==> src/rtl/vga_frame_reader.sv <==
// Scans a 640x480 RGB565 frame buffer out as 640x480@60 VGA on clk25.
// Raster counters drive RAM reads; a 3-stage pipeline keeps syncs and pixels aligned.
module vga_frame_reader #(
  parameter int H_VISIBLE = 640,
  parameter int H_FRONT   = 16,
  parameter int H_SYNC    = 96,
  parameter int H_BACK    = 48,
  parameter int V_VISIBLE = 480,
  parameter int V_FRONT   = 10,
  parameter int V_SYNC    = 2,
  parameter int V_BACK    = 33
) (
  input  logic        clk25,
  input  logic        reset,
  input  logic        testPattern,
  output logic [18:0] readAddr,
  output logic        readEn,
  input  logic [15:0] readData,
  output logic [3:0]  vgaR,
  output logic [3:0]  vgaG,
  output logic [3:0]  vgaB,
  output logic        vgaHS,
  output logic        vgaVS,
  output logic        frameStart
);

  localparam int H_TOTAL = H_VISIBLE + H_FRONT + H_SYNC + H_BACK;
  localparam int V_TOTAL = V_VISIBLE + V_FRONT + V_SYNC + V_BACK;

  localparam logic [9:0]  H_LAST    = 10'(H_TOTAL - 1);
  localparam logic [9:0]  V_LAST    = 10'(V_TOTAL - 1);
  localparam logic [9:0]  H_VIS     = 10'(H_VISIBLE);
  localparam logic [9:0]  V_VIS     = 10'(V_VISIBLE);
  localparam logic [9:0]  HS_START  = 10'(H_VISIBLE + H_FRONT);
  localparam logic [9:0]  HS_END    = 10'(H_VISIBLE + H_FRONT + H_SYNC);
  localparam logic [9:0]  VS_START  = 10'(V_VISIBLE + V_FRONT);
  localparam logic [9:0]  VS_END    = 10'(V_VISIBLE + V_FRONT + V_SYNC);
  localparam logic [18:0] ADDR_LAST = 19'(H_VISIBLE * V_VISIBLE - 1);
  localparam logic [9:0]  BAR_W     = 10'd80;

  function automatic logic [11:0] bar_color(input logic [2:0] bar);
    case (bar)
      3'd0:    bar_color = 12'hFFF;
      3'd1:    bar_color = 12'hFF0;
      3'd2:    bar_color = 12'h0FF;
      3'd3:    bar_color = 12'h0F0;
      3'd4:    bar_color = 12'hF0F;
      3'd5:    bar_color = 12'hF00;
      3'd6:    bar_color = 12'h00F;
      default: bar_color = 12'h000;
    endcase
  endfunction

  function automatic logic [11:0] rgb565_to_444(input logic [15:0] px);
    return {px[15:12], px[10:7], px[4:1]};
  endfunction

  logic [9:0]  h_cnt, v_cnt;
  logic [18:0] addr_cnt;
  logic        h_wrap, v_wrap, visible, hs_raw, vs_raw, origin;

  assign h_wrap  = (h_cnt == H_LAST);
  assign v_wrap  = (v_cnt == V_LAST);
  assign visible = (h_cnt < H_VIS) && (v_cnt < V_VIS);
  assign hs_raw  = !((h_cnt >= HS_START) && (h_cnt < HS_END));
  assign vs_raw  = !((v_cnt >= VS_START) && (v_cnt < VS_END));
  assign origin  = (h_cnt == 10'd0) && (v_cnt == 10'd0);

  // The address tracks the raster so no y*640 multiply is needed; it wraps
  // after the last visible pixel so blanking never presents an out-of-range address.
  always_ff @(posedge clk25) begin
    if (reset) begin
      h_cnt    <= 10'd0;
      v_cnt    <= 10'd0;
      addr_cnt <= 19'd0;
    end else begin
      h_cnt <= h_wrap ? 10'd0 : h_cnt + 10'd1;
      if (h_wrap)
        v_cnt <= v_wrap ? 10'd0 : v_cnt + 10'd1;
      if (h_wrap && v_wrap)
        addr_cnt <= 19'd0;
      else if (visible)
        addr_cnt <= (addr_cnt == ADDR_LAST) ? 19'd0 : addr_cnt + 19'd1;
    end
  end

  // Stage 1: read request issued, pixel attributes launched alongside it
  logic       vld_p1, hs_p1, vs_p1, org_p1, tp_p1;
  logic [2:0] bar_p1;

  always_ff @(posedge clk25) begin
    if (reset) begin
      readAddr <= 19'd0;
      vld_p1   <= 1'b0;
      hs_p1    <= 1'b1;
      vs_p1    <= 1'b1;
      org_p1   <= 1'b0;
    end else begin
      readAddr <= addr_cnt;
      vld_p1   <= visible;
      hs_p1    <= hs_raw;
      vs_p1    <= vs_raw;
      org_p1   <= origin;
    end
  end

  always_ff @(posedge clk25) begin
    bar_p1 <= 3'(h_cnt / BAR_W);
    tp_p1  <= testPattern;
  end

  assign readEn = vld_p1;

  // Stage 2: RAM access in flight, attributes wait one cycle for readData
  logic       vld_p2, hs_p2, vs_p2, org_p2, tp_p2;
  logic [2:0] bar_p2;

  always_ff @(posedge clk25) begin
    if (reset) begin
      vld_p2 <= 1'b0;
      hs_p2  <= 1'b1;
      vs_p2  <= 1'b1;
      org_p2 <= 1'b0;
    end else begin
      vld_p2 <= vld_p1;
      hs_p2  <= hs_p1;
      vs_p2  <= vs_p1;
      org_p2 <= org_p1;
    end
  end

  always_ff @(posedge clk25) begin
    bar_p2 <= bar_p1;
    tp_p2  <= tp_p1;
  end

  // Stage 3: colour select and registered pins
  logic [11:0] pixel_rgb;

  always_comb begin
    pixel_rgb = 12'h000;
    if (vld_p2)
      pixel_rgb = tp_p2 ? bar_color(bar_p2) : rgb565_to_444(readData);
  end

  always_ff @(posedge clk25) begin
    if (reset) begin
      vgaR       <= 4'h0;
      vgaG       <= 4'h0;
      vgaB       <= 4'h0;
      vgaHS      <= 1'b1;
      vgaVS      <= 1'b1;
      frameStart <= 1'b0;
    end else begin
      {vgaR, vgaG, vgaB} <= pixel_rgb;
      vgaHS              <= hs_p2;
      vgaVS              <= vs_p2;
      frameStart         <= org_p2;
    end
  end

endmodule

==> config.mk <==
export PLATFORM = sky130hd
export DESIGN_NAME = vga_frame_reader
export DESIGN_NICKNAME = d
export VERILOG_FILES = /design/src/rtl/vga_frame_reader.sv
export SDC_FILE = /design/constraint.sdc
export NUM_CORES = 1
export LEC_CHECK = 0
export CAP_MARGIN = 20
export CORE_MARGIN = 2
export CORE_UTILIZATION = 45
export CTS_BUF_LIST = sky130_fd_sc_hd__clkbuf_4 sky130_fd_sc_hd__clkbuf_8
export DETAILED_ROUTE_END_ITERATION = 8
export PLACE_DENSITY = 0.68
export SYNTH_ARGS = -nofsm -noshare
export SYNTH_HDL_FRONTEND = slang
export SYNTH_SLANG_ARGS = --single-unit
==> constraint.sdc <==
create_clock -name clk25 -period 3.9 [get_ports clk25]
set_input_delay 0.975 -clock clk25 [delete_from_list [all_inputs] [get_ports clk25]]
set_output_delay 0.975 -clock clk25 [all_outputs]
set_load 0.03 [all_outputs]
==> metrics.md <==
| Metric | Value |
|---|---|
| Outcome | `completed` |
| Pin count of the biggest net entering global routing | `26` |
| Compound-cell area share of the yosys netlist | `11.42%` |
| Post-synthesis adder-cell area fraction | `2.340%` |
| Clock tree root buffer cell | `clkbuf_8` |
| Hold EP | `bar_p2[1]` |
| Flop2flop setup slack | `1610 ps` |
| Max_cap viols | `0` |
| Max incr delay on CP | `670 ps` |
| Net count after synthesis | `389` |
| Die ar. | `0.008566 mm2` |
| Slew Viols, Final | `0` |
| Initial DRC count | `75` |
| Initial DRT Pass Iterations | `6` |
| Synthesis Warnings | `0` |
| Type of the worst min-delay path | `reg2reg` |
| Net count, final | `~430` |
| Worst Tran Pin Value | `1019 ps` |
| # IOs | `54` |
| Seq/Total Area, Yosys | `50.50%` |
| Leak | `1.534 nW` |
| Most common cell after layout, fill and taps aside | `dfxtp_1` |
| GRT Util Overall | `15.99%` |
| Simple-Gate Fraction of Synth Area | `27.94%` |
| Maximum VDD drop | `around 0.00018 V` |
| Post-CTS Setup Bufs | `0` |
| Top delay family on crit path | `buffers and inverters` |
| CTS tree | `built` |
| Mux contribution to synthesized area | `less than 1%` |
| RSZ-0062 raised after global routing | `no` |
| Clock Path Buffers | `2` |
| Synth Cell Area | `~0.0035 mm2` |
| Largest family of logic cells by synthesized area | `simple AND/OR/NAND/NOR gates` |
| Most frequent cells in the layout | `dfxtp_1 (89), clkdlybuf4s50_1 (49), a21oi_1 (27)` |
| Vias in the first global route | `2,373` |
| EDFF count, synth | `0` |
| Critical Path RT | `~3000 ps` |
| CP Launch Type | `flop` |
| Via count | `between 2,000 and 3,000` |
| PwrDens | `379.9 mW/mm2` |
| F_max | `around 420 MHz` |
| Hold Crit Depth | `0` |
| Placer Congestion | `0.7633` |
| Top_reg_cell synth | `dfxtp_1` |
| Area post-placement | `0.004088 mm2` |
| DPL Wire Length | `4.319 mm` |
| Slowest-stage cell, CP | `clkdlybuf4s50_1` |
| Avg WL per Cell | `about 12 um` |
| Layout area overhead | `21.45%` |
| Worst r2r src | `addr_cnt[0]` |
| Worst-Skew Late Latency | `350 ps` |
| DRC Markers | `0` |
| Final period util | `60.48%` |
| Cells after synthesis | `~370` |
| Floorplan core area | `0.007647 mm2` |
| Setup tns final | `0 ps` |
| Chip width | `about 93 um` |
| PortBufs | `49` |
| Final hold vios | `0` |
| Clock slew at reported path FFs | `100 ps` |
| Crit path max fanout | `2` |
| FF-to-FF path depth | `5` |
| Hold buffers post-CTS | `0` |
| Layout cell share with drive strength beyond 1 | `between 7 and 8%` |
| Die height | `around 90 um` |
| Final non-filler cell total | `a little over 500` |
| Multi-input combinational cell area | `0.001639 mm2` |
| TritonCTS buffer count | `9` |
| # resized after CTS | `0` |
| Worst Setup End Kind | `primary output` |
| Setup Viol. Count Final | `0` |
| Layout Skew | `13.64 ps` |
| Register area | `around 0.0018 mm2` |
| Final WL | `6.345 mm` |
| WP buf/inv | `1` |
| Initial antenna violation count | `0` |
| Fillers | `between 600 and 700` |
| Antenna Violating Nets Remaining | `0` |
| Async S/R FF share, synth | `0%` |
| FF+latch count, synth | `89` |
| Crit path DAT | `about 1400 ps` |
| Worst slew margin | `31.69%` |
| Cells along the critical path | `clkdlybuf4s50_1` |
| Final cell area excluding filler cells | `0.004285 mm2` |
| Ant. Diodes | `0` |
| Max H-tree Level | `3` |
| Xor/xnor share of the synthesized area | `4.468%` |
| Gr ovfl total | `0` |
| Reg-to-reg endpoint | `addr_cnt[5]` |
| Unique masters post-synth | `between 40 and 50` |
| Avg Vias per Cell | `~5.2` |
| First-pass GRT wire length | `11.06 mm` |
| Core Rows | `32` |
| Placed cells | `~500` |
| Critical path type | `reg2out` |
| Clock sinks | `89` |
| Hold Path Origin | `bar_p1[1]` |
| Finished Core Util | `56.04%` |
| Starting Density | `46.14%` |
| Avg Cell Area, Syn | `9.667 um2` |
| Crit path time final | `2359 ps` |
==> cells by family (layout without fill, tap and decap cells) <==
family,after synthesis,after routing
AND/OR/NAND/NOR,158,158
flip-flops,89,89
adder cells (fa/ha/maj),7,7
buffers and inverters,26,76
XOR/XNOR,18,18
AO/OA/AOI/OAI,66,66
multiplexers,1,1
==> worst max path at each step <==
stage	startpoint	endpoint	slack, ps	cells past startpoint
4_1_cts	readEn	readEn	1510	1
6_report	readEn	readEn	1540	1
3_3_place_gp	reset	vgaR[3]	1170	4
2_1_floorplan	reset	vs_p1	2050	2
3_5_place_dp	reset	vgaG[2]	1140	4
5_1_grt	reset	vgaR[3]	1360	4
==> registers in the layout, summed over array words and instances, names as in the netlist <==
signal,flops
addr_cnt,19
v_cnt,10
frameStart,1
bar_p1,3
hs_p2,1
hs_p1,1
org_p1,1
vgaHS,1
readAddr,19
vgaB,4
tp_p2,1
vs_p2,1
tp_p1,1
readEn,1
vgaR,4
vgaG,4
bar_p2,3
vgaVS,1
h_cnt,10
vld_p2,1
org_p2,1
vs_p1,1
==> final cells by class <==
type | count | area share (%)
clock buffer | 9 | 2.891
tap | 102 | 2.978
inverter | 9 | 0.7883
multi-input combinational | 250 | 38.25
timing repair buffer | 51 | 11.80
sequential | 89 | 41.58
clock inverter | 7 | 1.723
==> synthesized netlist by cell type (all sizes together) (7+ instances only) <==
master	count	area, um2
and3	7	43.79
nand2	14	52.55
nor2	18	67.56
dfxtp	89	1782
xor2	11	96.34
inv	9	33.78
nand3	11	55.05
or3	14	87.58
a21oi	27	135.1
nand2b	17	106.4
xnor2	7	61.31
nor3	11	60.06
a211oi	10	75.07
or4	7	52.55
clkbuf	12	46.29
nor2b	22	137.6
nand4	15	130.1
o21ai	18	101.4
==> through the flow <==
stage / hold slack (ps) / power [mW] / worst slack [ps]
after global placement: 310.7 / 1.039 / 1169
after global routing: 335.9 / 1.704 / 1356
after detailed placement: 312.1 / 1.041 / 1142
after CTS: 332.8 / 1.648 / 1509
final: 334.7 / 1.628 / 1541
after floorplan: 309.6 / 1.002 / 2047
==> layer usage <==
layer  vias up  track usage, %  wire, um
li1       1402               -         -
met3        10           4.557       213
met1      1248           22.60      3247
met2        45           23.84      2801
met4         0           4.478        82
met5         -               0         0
==> power by group <==
| part | internal (mW) | switching, mW |
|---|---|---|
| clock | 0.251 | 0.358 |
| combinational | 0.0403 | 0.0433 |
| sequential | 0.924 | 0.0108 |
| total | 1.22 | 0.412 |
Note: power is estimated with default switching activity, not from simulation.
